`config.mk`:
```
export PLATFORM = sky130hd
export DESIGN_NAME = enq_pkt_desc_tx
export DESIGN_NICKNAME = d
export VERILOG_FILES = /design/src/rtl/enq_pkt_desc_tx.sv
export SDC_FILE = /design/constraint.sdc
export NUM_CORES = 1
export LEC_CHECK = 0
export ABC_AREA = 1
export BUFFER_PORTS_ARGS = -buffer_cell sky130_fd_sc_hd__buf_2
export CORE_ASPECT_RATIO = 1.75
export CORE_MARGIN = 10
export CORE_UTILIZATION = 45
export CTS_CLUSTER_DIAMETER = 100
export DETAILED_ROUTE_END_ITERATION = 7
export PLACE_DENSITY = 0.82
export SLEW_MARGIN = 20
export SYNTH_ARGS = -nofsm -noshare
export SYNTH_HDL_FRONTEND = slang
export SYNTH_SLANG_ARGS = --single-unit
```
`constraint.sdc`:
```
create_clock -name clk -period 4 [get_ports clk]
set_input_delay 0.4 -clock clk [delete_from_list [all_inputs] [get_ports clk]]
set_output_delay 0.4 -clock clk [all_outputs]
set_load 0.01 [all_outputs]
```
`src/rtl/enq_pkt_desc_tx.sv`:
```
// Prefetch-FIFO to queue-manager descriptor transmitter with credit flow control.
// Optional statistics counters are enabled by defining ENQ_PKT_DESC_TX_STATS_EN.
module enq_pkt_desc_tx #(
   parameter int  CREDITS           = 16,
   parameter int  CREDIT_NBITS      = 8,
   parameter int  STAT_NBITS        = 32,
   parameter type enq_pkt_desc_type = logic [63:0]
) (
   input  logic                    clk,
   input  logic                    rstn,
   input  logic                    fifo_empty,
   input  enq_pkt_desc_type        fifo_dout,
   output logic                    fifo_rd,
   output logic                    enq_valid,
   output enq_pkt_desc_type        enq_desc,
   input  logic                    enq_ready,
   input  logic                    credit_ret,
   input  logic                    flush,
   output logic [CREDIT_NBITS-1:0] credit_cnt,
   output logic                    credit_err
`ifdef ENQ_PKT_DESC_TX_STATS_EN
   ,
   output logic [STAT_NBITS-1:0]   stat_tx_cnt,
   output logic [STAT_NBITS-1:0]   stat_stall_cnt
`endif
);

   localparam int CW = CREDIT_NBITS + 2;

   if (CREDITS < 1 || CREDITS > 255 || CREDITS >= (1 << CREDIT_NBITS) || STAT_NBITS < 1) begin : g_bad_param
      $error("enq_pkt_desc_tx: illegal CREDITS/CREDIT_NBITS/STAT_NBITS");
   end

   typedef enum logic {IDLE, SEND} state_t;

   state_t        state;
   logic          refund;
   logic          over;
   logic [CW-1:0] cnt_sum;

   // Pop only when the slot frees this cycle: either nothing is held or it is being taken.
   assign fifo_rd = rstn & ~fifo_empty & (credit_cnt != '0) & ~flush & ((state == IDLE) | enq_ready);
   // A flushed descriptor never reached the queue manager, so its credit comes back.
   assign refund  = flush & (state == SEND) & ~enq_ready;

   always_comb begin
      cnt_sum = {2'b00, credit_cnt} + CW'(credit_ret) + CW'(refund) - CW'(fifo_rd);
      over    = cnt_sum > CW'(CREDITS);
   end

   always_ff @(posedge clk or negedge rstn) begin
      if (!rstn) begin
         state      <= IDLE;
         enq_valid  <= 1'b0;
         enq_desc   <= '0;
         credit_cnt <= CREDIT_NBITS'(CREDITS);
         credit_err <= 1'b0;
      end else begin
         credit_cnt <= over ? CREDIT_NBITS'(CREDITS) : cnt_sum[CREDIT_NBITS-1:0];
         if (over)
            credit_err <= 1'b1;
         if (fifo_rd)
            enq_desc <= fifo_dout;
         case (state)
            IDLE: if (fifo_rd) begin
               state     <= SEND;
               enq_valid <= 1'b1;
            end
            SEND: if (!fifo_rd && (enq_ready || flush)) begin
               state     <= IDLE;
               enq_valid <= 1'b0;
            end
            default: begin
               state     <= IDLE;
               enq_valid <= 1'b0;
            end
         endcase
      end
   end

`ifdef ENQ_PKT_DESC_TX_STATS_EN
   always_ff @(posedge clk or negedge rstn) begin
      if (!rstn) begin
         stat_tx_cnt    <= '0;
         stat_stall_cnt <= '0;
      end else begin
         if (enq_valid && enq_ready)
            stat_tx_cnt <= stat_tx_cnt + 1'b1;
         if (!fifo_empty && credit_cnt == '0)
            stat_stall_cnt <= stat_stall_cnt + 1'b1;
      end
   end
`endif

endmodule
```
==> results of run 1 <==
## area by class of cell
type | count | area [um^2] | share of cell area
well taps | 88 | 110.1 | 0.02434
multi-input cells | 297 | 1343 | 0.2967
repair buffers | 148 | 753.2 | 0.1665
clock inverters | 6 | 80.08 | 0.01770
clock buffers | 10 | 229.0 | 0.05061
flip-flops and latches | 75 | 1878 | 0.4151
inverters | 35 | 131.4 | 0.02904
## power by group through the flow
stage               combinational, uW  sequential [uW]  clock [uW]
floorplan                         157             1010           0
global placement                  427              945           0
detailed placement                442              951           0
CTS                               443              941         850
global route                      485              954         885
finish                            431              941         830
## state kept, by name, indices dropped and copies added, names as in the netlist
name	count
credit_cnt	8
credit_err	1
enq_desc	64
enq_valid	1
state	1
## worst paths after layout
check / end / cells past startpoint / start
worst max-delay path: credit_cnt[0] / 18 / credit_cnt[7]
worst min register to register: credit_err / 2 / credit_err
min in group clk: enq_desc[30] / 3 / fifo_dout[30]
max in group asynchronous: credit_cnt[4] / 3 / rstn
worst max register to register: credit_cnt[0] / 18 / credit_cnt[7]
worst min-delay path: enq_desc[47] / 2 / rstn
## logic make-up after synthesis
| kind of cell | Yosys count | share of synthesized area |
|---|---|---|
| and+or+nand+nor | 271 | 0.3142 |
| DFF | 75 | 0.5421 |
| buffers and inverters | 49 | 0.07259 |
| adders and majority gates | 14 | 0.05489 |
| AOI/OAI and AO/OA | 9 | 0.01517 |
| other | 1 | 0.001082 |
## per-stage QoR
step | power, uW | instances | instance area [um^2] | worst slack [ns]
2_1_floorplan | 1166 | 421 | 3472 | 0.8289
3_3_place_gp | 1372 | 643 | 4215 | 0.8880
3_5_place_dp | 1393 | 643 | 4215 | 0.7967
4_1_cts | 2234 | 659 | 4524 | 0.7745
5_1_grt | 2323 | 659 | 4524 | 0.5535
6_report | 2201 | 659 | 4524 | 0.7727
## worst register-to-register path, stage by stage (launching register included)
cell,delay [ns]
dfrtp_1,0.39
inv_1,0.13
ha_1,0.17
inv_1,0.07
nor3_1,0.13
nand3_1,0.10
nand2_2,0.09
inv_2,0.04
ha_1,0.26
inv_1,0.05
fa_1,0.45
fa_1,0.43
nand2_1,0.09
nand3_2,0.12
nand3_1,0.14
nand3_1,0.10
nand2_2,0.09
nand3_2,0.11
nor3_1,0.18
## cells in the final DEF, fill, tap and decap left out
master and n:
inv_2 4, nor3_1 5, o31ai_1 1, nand3b_1 1, o211a_1 1, clkbuf_1 1
fa_1 2, nand3_2 5, nor2_1 10, nand2_1 233, inv_1 31, dfrtp_1 74
clkbuf_16 9, a21oi_1 6, nand4_1 1, clkinv_2 4, ha_1 12, conb_1 3
o21ai_0 1, and2_1 2, nand3_1 10, dfstp_2 1, nand2_2 4, buf_4 5
buf_2 143, bufinv_16 2
## layer usage
layer  part of all wire  wire (um)  vias to the layer above
met3              0.081        800                       17
met4              0.027        264                        0
met5                  0          0                        -
met2               0.55       5489                      103
met1               0.34       3376                     1444
li1                   -          -                     1558
## cell usage after synthesis
cell type  number  area share
nand4_1         1      0.0018
dfrtp_1        74        0.53
nand3_1        10       0.014
nand2_1       233        0.25
o21ai_0         1      0.0014
and2_1          2      0.0036
buf_6           6       0.020
buf_4           5       0.011
fa_1            2       0.012
nor3_1          5      0.0072
nor2_1         10       0.011
o211a_1         1      0.0029
inv_1          31       0.034
nand3_2         5       0.014
dfstp_2         1      0.0076
o31ai_1         1      0.0022
conb_1          1      0.0011
a21oi_1         6      0.0087
inv_2           4      0.0043
nand2_2         4      0.0072
ha_1           12       0.043
buf_2           3      0.0043
nand3b_1        1      0.0022
==> impl_metrics.yaml, run 1 <==
outcome:
  status: "completed"
die:
  die_h_um: 136.1
  boundaryPins: 145
  row_count: 42
  die_w_um: 86.33
  core_um2: 7515
  dieArea_um2: 11750
  start_util: 0.4610
run:
  cap_viol_max_count: 0
critical_path:
  reg2reg_setup_slack_ns: 0.77
  critical_path.max_fanout: 5
  crit_path_cell_trace: "inv_1, ha_1, inv_1, nor3_1, nand3_1, nand2_2, inv_2, ha_1, inv_1, fa_1, fa_1, nand2_1, nand3_2, nand3_1, nand3_1, nand2_2, nand3_2, nor3_1"
  cp.required_ns: 4.23
  worstPathArrival_ns: 3.46
  critPathCaptureType: "register"
  critical_path.top_delay_family: "adder cells"
  cp_num_buf_inv: 4
  slowest_stage: "fa_1"
  cp-start-kind: "register"
  critical_path.max_stage_delay_ns: 0.45
  crit_type: "reg2reg"
power_and_ir_drop:
  p_int_uw: 1594
  vdd_ir_drop_max_v: 0.0003188
  pwr-share-comb: 0.196
  p_per_area_nw_per_um2: 486.6
  p_clk_frac: 0.377
  swShare: 0.2759
  switchingPower_uw: 607.4
  seqPwrFrac: 0.427
  p_leak_uw: 0.002720
global_route:
  grt_pass1_vias: 3290
  met2_usage: 0.3122
  grt_antenna_before_repair: 0
  grt_usage: 0.1689
  grt_use_met1: 0.1531
  grt_pass1_wl_um: 15610
  grt_max_degree: 67
  grt_busiest_layer: "met2"
  grt.overflow.total: 0
  use_met3: 0.06771
finish:
  n_antenna_cell: 0
  area_delta_synth_final_pct: 30.59
  final_util: 0.6021
  nNetsFinal: 650
  num-fill-cells: 674
  drive_gt1_frac: 0.3100
timing:
  fmax_ghz: 0.3099
  fin_skew_ns: 0.007341
  fin_worst_hold_slack_ns: 0.1798
  finalMaxSlewViolations: 0
  finalHoldViolations: 0
  fin_setup_tns_ns: 0
  fin_crit_sh: 0.8068
  worstMarginPinSlew_ns: 0.6788
  finalCriticalPeriod_ns: 3.227
  setup-violations-final: 0
  rsz0062_at_grt: "false"
  relSlewSlack: 0.5475
placed_design:
  globalplace.congestion: 0.8596
  hpwl_um: 7764
  portBuffers: 144
clocking:
  htree_num_levels: 3
  clk_pin_slew_ns: 0.06
  cts_resized: 0
  post_cts.repair.setup_buffers: 0
  cts_tree: "yes"
  cts_buffer_depth: 2
  cts_buffers: 9
  postCtsHoldBufs: 0
  root_buffer: "clkbuf_16"
  clock_sinks: 75
  clock_latency_ns: 0.33
synth:
  yosysWarnings: 0
  ys_ff_latch: 75
  yosysSeqAreaShare: 0.5421
  synth_cells: 419
  synth.distinct_cells: 23
  syn_area_per_cell_um2: 8.269
  syn_area_um2: 3465
drt:
  drtIter0Drc: 121
  vias_per_cell: 4.737
  drc_errors: 0
  post_drt_wl_per_cell_um: 15.07
  drt.antenna.violating_nets: 0
  vias: 3122
  drt_pass1_iterations: 4
  drt-total-wl_um: 9930
min_path:
  min_path_type: "in2async"
No activity file was read; power rests on OpenSTA's default activity.
==> run 2: changes to the inputs <==
Clock period 4 ns to 3 ns, I/O delays scaled along.
==> impl_metrics.yaml, run 2 (synthesis results as in run 1) <==
finish:
  area_delta_synth_final_pct: 33.95
  nNetsFinal: 656
  final_common_cell: "nand2_1"
  mostFrequentLayoutCells: "nand2_1, buf_2, dfrtp_1, inv_1"
  top_regs: "enq_desc x64, credit_cnt x8"
  largest_register_ff_count: 64
  num-fill-cells: 660
  regMostFlops: "enq_desc"
  drive_gt1_frac: 0.3432
  n_antenna_cell: 0
timing:
  rsz0062_at_grt: "true"
  worstMarginPinSlew_ns: 0.8895
  fin_skew_ns: 0.007294
  finalCriticalPeriod_ns: 2.979
  relSlewSlack: 0.4070
  fin_crit_sh: 0.9932
  fin_worst_hold_slack_ns: 0.1674
  finalMaxSlewViolations: 0
  fmax_ghz: 0.3356
  finalHoldViolations: 0
  setup-violations-final: 0
drt:
  drtIter0Drc: 122
  vias: 3113
  drt-total-wl_um: 9756
  drt_pass1_iterations: 4
  vias_per_cell: 4.681
  drc_errors: 0
  post_drt_wl_per_cell_um: 14.67
  drt.antenna.violating_nets: 0
clocking:
  root_buffer: "clkbuf_16"
  cts_tree: "yes"
  htree_num_levels: 3
  clock_sinks: 75
  cts_buffer_depth: 2
  clock_latency_ns: 0.32
  clk_pin_slew_ns: 0.06
  cts_buffers: 9
critical_path:
  worstPathArrival_ns: 3.19
  critPathCaptureType: "register"
  cp-start-kind: "register"
  cp.required_ns: 3.21
  critical_path.max_fanout: 5
  reg2reg_setup_slack_ns: 0.02
  crit_type: "reg2reg"
global_route:
  grt_usage: 0.1684
  grt.overflow.total: 0
  grt_max_degree: 73
  grt_pass1_vias: 3280
  grt_antenna_before_repair: 0
  grt_pass1_wl_um: 15700
die:
  start_util: 0.4610
  core_um2: 7515
  die_w_um: 86.33
  row_count: 42
  boundaryPins: 145
  die_h_um: 136.1
  dieArea_um2: 11750
power_and_ir_drop:
  p_leak_uw: 0.002742
  p_per_area_nw_per_um2: 616.8
  vdd_ir_drop_max_v: 0.0004301
  finalPower_uw: 2862
min_path:
  min_path_type: "in2reg"
placed_design:
  hpwl_um: 7419
  portBuffers: 144
  globalplace.congestion: 0.9264
run:
  cap_viol_max_count: 0
outcome:
  status: "completed"
[run 2: cell count changes in the layout (fill, tap and decap cells not counted), sizes merged]
cell         previous run  this run
clkbuf                 10        15
clkinv                  4         1
buf                   148       153
bufinv                  2         0
dlygate4sd3             0         1
[run 2: final timing paths]
path                                from            to  cells after the start
setup / recovery           credit_cnt[6]    credit_err                     19
hold / removal             fifo_dout[32]  enq_desc[32]                      3
setup reg to reg           credit_cnt[6]    credit_err                     19
hold reg to reg             enq_desc[11]  enq_desc[11]                      2
max in group asynchronous           rstn  enq_desc[54]                      3
min in group asynchronous           rstn  enq_desc[42]                      2
[run 2: routing by layer]
layer  part of all wire  GRT usage
met1               0.35     0.1647
met3              0.087    0.07370
met4              0.020    0.05877
met2               0.54     0.3027
met5                  0          0
[run 2: where the power goes]
| part | switching (uW) | total, uW | internal (uW) |
|---|---|---|---|
| Sequential | 81.4 | 1250 | 1170 |
| Clock | 370 | 1020 | 649 |
| Combinational | 348 | 592 | 244 |
[run 2: cell type report]
class | count | area [um^2] | area share
Clock inverter | 1 | 5.005 | 0.001078
Sequential cell | 75 | 1878 | 0.4047
Inverter | 35 | 131.4 | 0.02831
Tap cell | 88 | 110.1 | 0.02373
Multi-Input combinational cell | 297 | 1428 | 0.3076
Timing Repair Buffer | 154 | 800.8 | 0.1726
Clock buffer | 15 | 287.8 | 0.06201
[run 2: worst max-delay path: stages (launching register included)]
cell	delay, ns
dfrtp_1	0.40
inv_2	0.11
ha_4	0.13
inv_2	0.04
nor3_2	0.09
nand3_1	0.11
nand2_2	0.09
inv_2	0.05
ha_4	0.25
inv_2	0.03
fa_2	0.41
fa_2	0.39
nand2_1	0.08
nand3_2	0.11
nand3_2	0.11
nand3_2	0.08
nand2_2	0.10
nand3_4	0.10
nor2_1	0.12
nand2_1	0.06
[run 2: through the flow]
step | TNS, ns | cell area (um^2) | cells | setup WS [ns] | util
after global routing | -0.6800 | 4641 | 665 | -0.1527 | 0.6175
after global placement | 0 | 4235 | 645 | 0.06820 | 0.5636
final | 0 | 4641 | 665 | 0.02051 | 0.6175
after floorplan | -0.001601 | 3480 | 421 | -0.001601 | -
after CTS | 0 | 4543 | 662 | 0.001135 | 0.6046
after detailed placement | -0.01851 | 4235 | 645 | -0.01851 | 0.5636
[run 2: repair_timing]
action	4_1_cts	5_1_grt
hold buffers	1	0
hold endpoints to repair	3	0
buffers inserted	0	3
setup endpoints to repair	5	6
pin swaps	0	14
resized for setup	1	15
==> run 3: changes to the inputs <==
Settings changed: CORE_UTILIZATION 45 to 43, SETUP_SLACK_MARGIN set to 0.05.
Clock period 3 ns to 2.7 ns, I/O delays scaled along.
==> impl_metrics.yaml, run 3 (synthesis results as in run 1) <==
outcome:
  status: "complete, but fails checks"
  violations: "negative setup slack"
drt:
  vias_per_cell: 4.751
  vias: 3221
  drc_errors: 0
  post_drt_wl_per_cell_um: 14.61
  drtIter0Drc: 123
  drt-total-wl_um: 9903
  drt.antenna.violating_nets: 0
  drt_pass1_iterations: 4
placed_design:
  placed_area_um2: 4340
  hpwl_um: 7392
  globalplace.congestion: 0.8341
  portBuffers: 144
finish:
  fin_area_um2: 4736
  largest_register_ff_count: 64
  drive_gt1_frac: 0.3680
  regMostFlops: "enq_desc"
  final_util: 0.5988
  top_regs: "enq_desc x64, credit_cnt x8"
  mostFrequentLayoutCells: "nand2_1, buf_2, dfrtp_1, inv_1, buf_4"
  final_common_cell: "nand2_1"
  nNetsFinal: 667
  area_delta_synth_final_pct: 36.69
clocking:
  htree_num_levels: 3
  cts_buffer_depth: 2
  cts_buffers: 9
  root_buffer: "clkbuf_16"
  clock_sinks: 75
  clk_pin_slew_ns: 0.06
  clock_latency_ns: 0.34
  cts_tree: "yes"
critical_path:
  rr_worst_depth: 18
  critical_path.max_fanout: 5
  critPathCaptureType: "register"
  worstPathArrival_ns: 3.18
  crit_start: "credit_cnt[6]"
  cp-start-kind: "register"
  crit_type: "reg2reg"
  crit_end: "credit_cnt[0]"
  r2r-end: "credit_cnt[0]"
  reg2reg_setup_slack_ns: -0.23
  cp.required_ns: 2.95
  rr_startpoint: "credit_cnt[6]"
power_and_ir_drop:
  p_int_uw: 2216
  pwr-share-comb: 0.214
  p_per_area_nw_per_um2: 664.2
  p_leak_uw: 0.002798
  swShare: 0.2957
  vdd_ir_drop_max_v: 0.0004293
  finalPower_uw: 3146
  p_clk_frac: 0.344
  seqPwrFrac: 0.443
  switchingPower_uw: 930.0
global_route:
  grt_pass1_vias: 3260
  grt_max_degree: 76
  use_met3: 0.06000
  grt_antenna_before_repair: 1
  met2_usage: 0.2865
  grt_usage: 0.1614
  grt.overflow.total: 0
  grt_busiest_layer: "met2"
  grt_pass1_wl_um: 15660
  grt_use_met1: 0.1556
die:
  row_count: 43
  die_w_um: 87.86
  boundaryPins: 145
  dieArea_um2: 12190
  die_h_um: 138.7
  core_um2: 7909
  start_util: 0.4381
timing:
  fmax_ghz: 0.3409
  setup-violations-final: 6
  worstMarginPinSlew_ns: 0.9129
  final.setup.worst_slack_ns: -0.2338
  finalMaxSlewViolations: 0
  finalCriticalPeriod_ns: 2.934
  rsz0062_at_grt: "true"
  fin_skew_ns: 0.007619
  relSlewSlack: 0.3914
  finalHoldViolations: 0
  fin_crit_sh: 1.087
min_path:
  hp-start: "fifo_dout[29]"
  min_path_type: "in2reg"
  hold_path_depth: 3
run:
  cap_viol_max_count: 0
-- run 3: cell count changes in the layout (fill, tap and decap cells not counted), moves of 2 or more --
| cell | change |
|---|---|
| buf_4 | +12 |
| clkbuf_1 | -2 |
| clkbuf_8 | -3 |
| clkinv_2 | +2 |
| clkinvlp_4 | +2 |
| nor3_4 | +2 |
-- run 3: area by class of cell --
| cell class | instances | area, um^2 |
|---|---|---|
| flip-flops and latches | 75 | 1878 |
| clock inverters | 5 | 30.03 |
| fillers | 656 | 3173 |
| repair buffers | 165 | 880.8 |
| inverters | 35 | 131.4 |
| diodes | 1 | 2.502 |
| well taps | 90 | 112.6 |
| clock buffers | 10 | 239.0 |
| multi-input cells | 297 | 1461 |
-- run 3: how the worst min path moves through the flow --
stage	end	slack, ns
6_report	enq_desc[29]	0.12
5_1_grt	enq_desc[44]	0.12
4_1_cts	enq_desc[44]	0.12
3_3_place_gp	credit_err	0.45
3_5_place_dp	enq_desc[3]	0.46
2_1_floorplan	credit_cnt[0]	-0.03
-- run 3: metal layers --
metal / wire length (um) / vias up / share of wire
met5: 0 / - / 0
met4: 311 / 0 / 0.031
met3: 777 / 26 / 0.078
met2: 5403 / 115 / 0.55
met1: 3411 / 1489 / 0.34
li1: - / 1591 / -
-- run 3: what timing repair did --
action | CTS | global route
endpoints found under the setup margin | 6 | 6
pin swaps | 10 | 12
gates resized for setup | 12 | 4
hold buffers | 0 | 0
buffers inserted | 4 | 2
-- run 3: worst max-delay path, stage by stage (launching register included) --
cell and delay (ns):
dfrtp_1 0.40, inv_2 0.09, ha_4 0.13, inv_2 0.04, nor3_2 0.09, nand3_1 0.12, nand2_2 0.10, inv_2 0.05
ha_4 0.25, inv_2 0.03, fa_2 0.36, fa_2 0.37, nand2_2 0.09, nand3_4 0.09, nand3_2 0.10, nand3_2 0.07
nand2_2 0.11, nand3_4 0.14, nor3_4 0.22
-- run 3: per-stage QoR --
stage | setup slack [ns] | hold slack (ns) | cells | setup TNS (ns)
2_1_floorplan | -0.1952 | -0.02559 | 421 | -0.9491
3_3_place_gp | -0.09396 | 0.4490 | 656 | -0.3893
3_5_place_dp | -0.2174 | 0.4597 | 656 | -1.125
4_1_cts | -0.2161 | 0.1200 | 675 | -1.142
5_1_grt | -0.3631 | 0.1165 | 677 | -2.016
6_report | -0.2338 | 0.1239 | 678 | -1.255
-- run 3: power groups by stage --
stage	Combinational, uW	Sequential, uW	Clock [uW]
after floorplan	238	1490	0
after global placement	641	1400	0
after detailed placement	662	1410	0
after CTS	681	1390	1100
after global routing	750	1420	1150
final	672	1390	1080
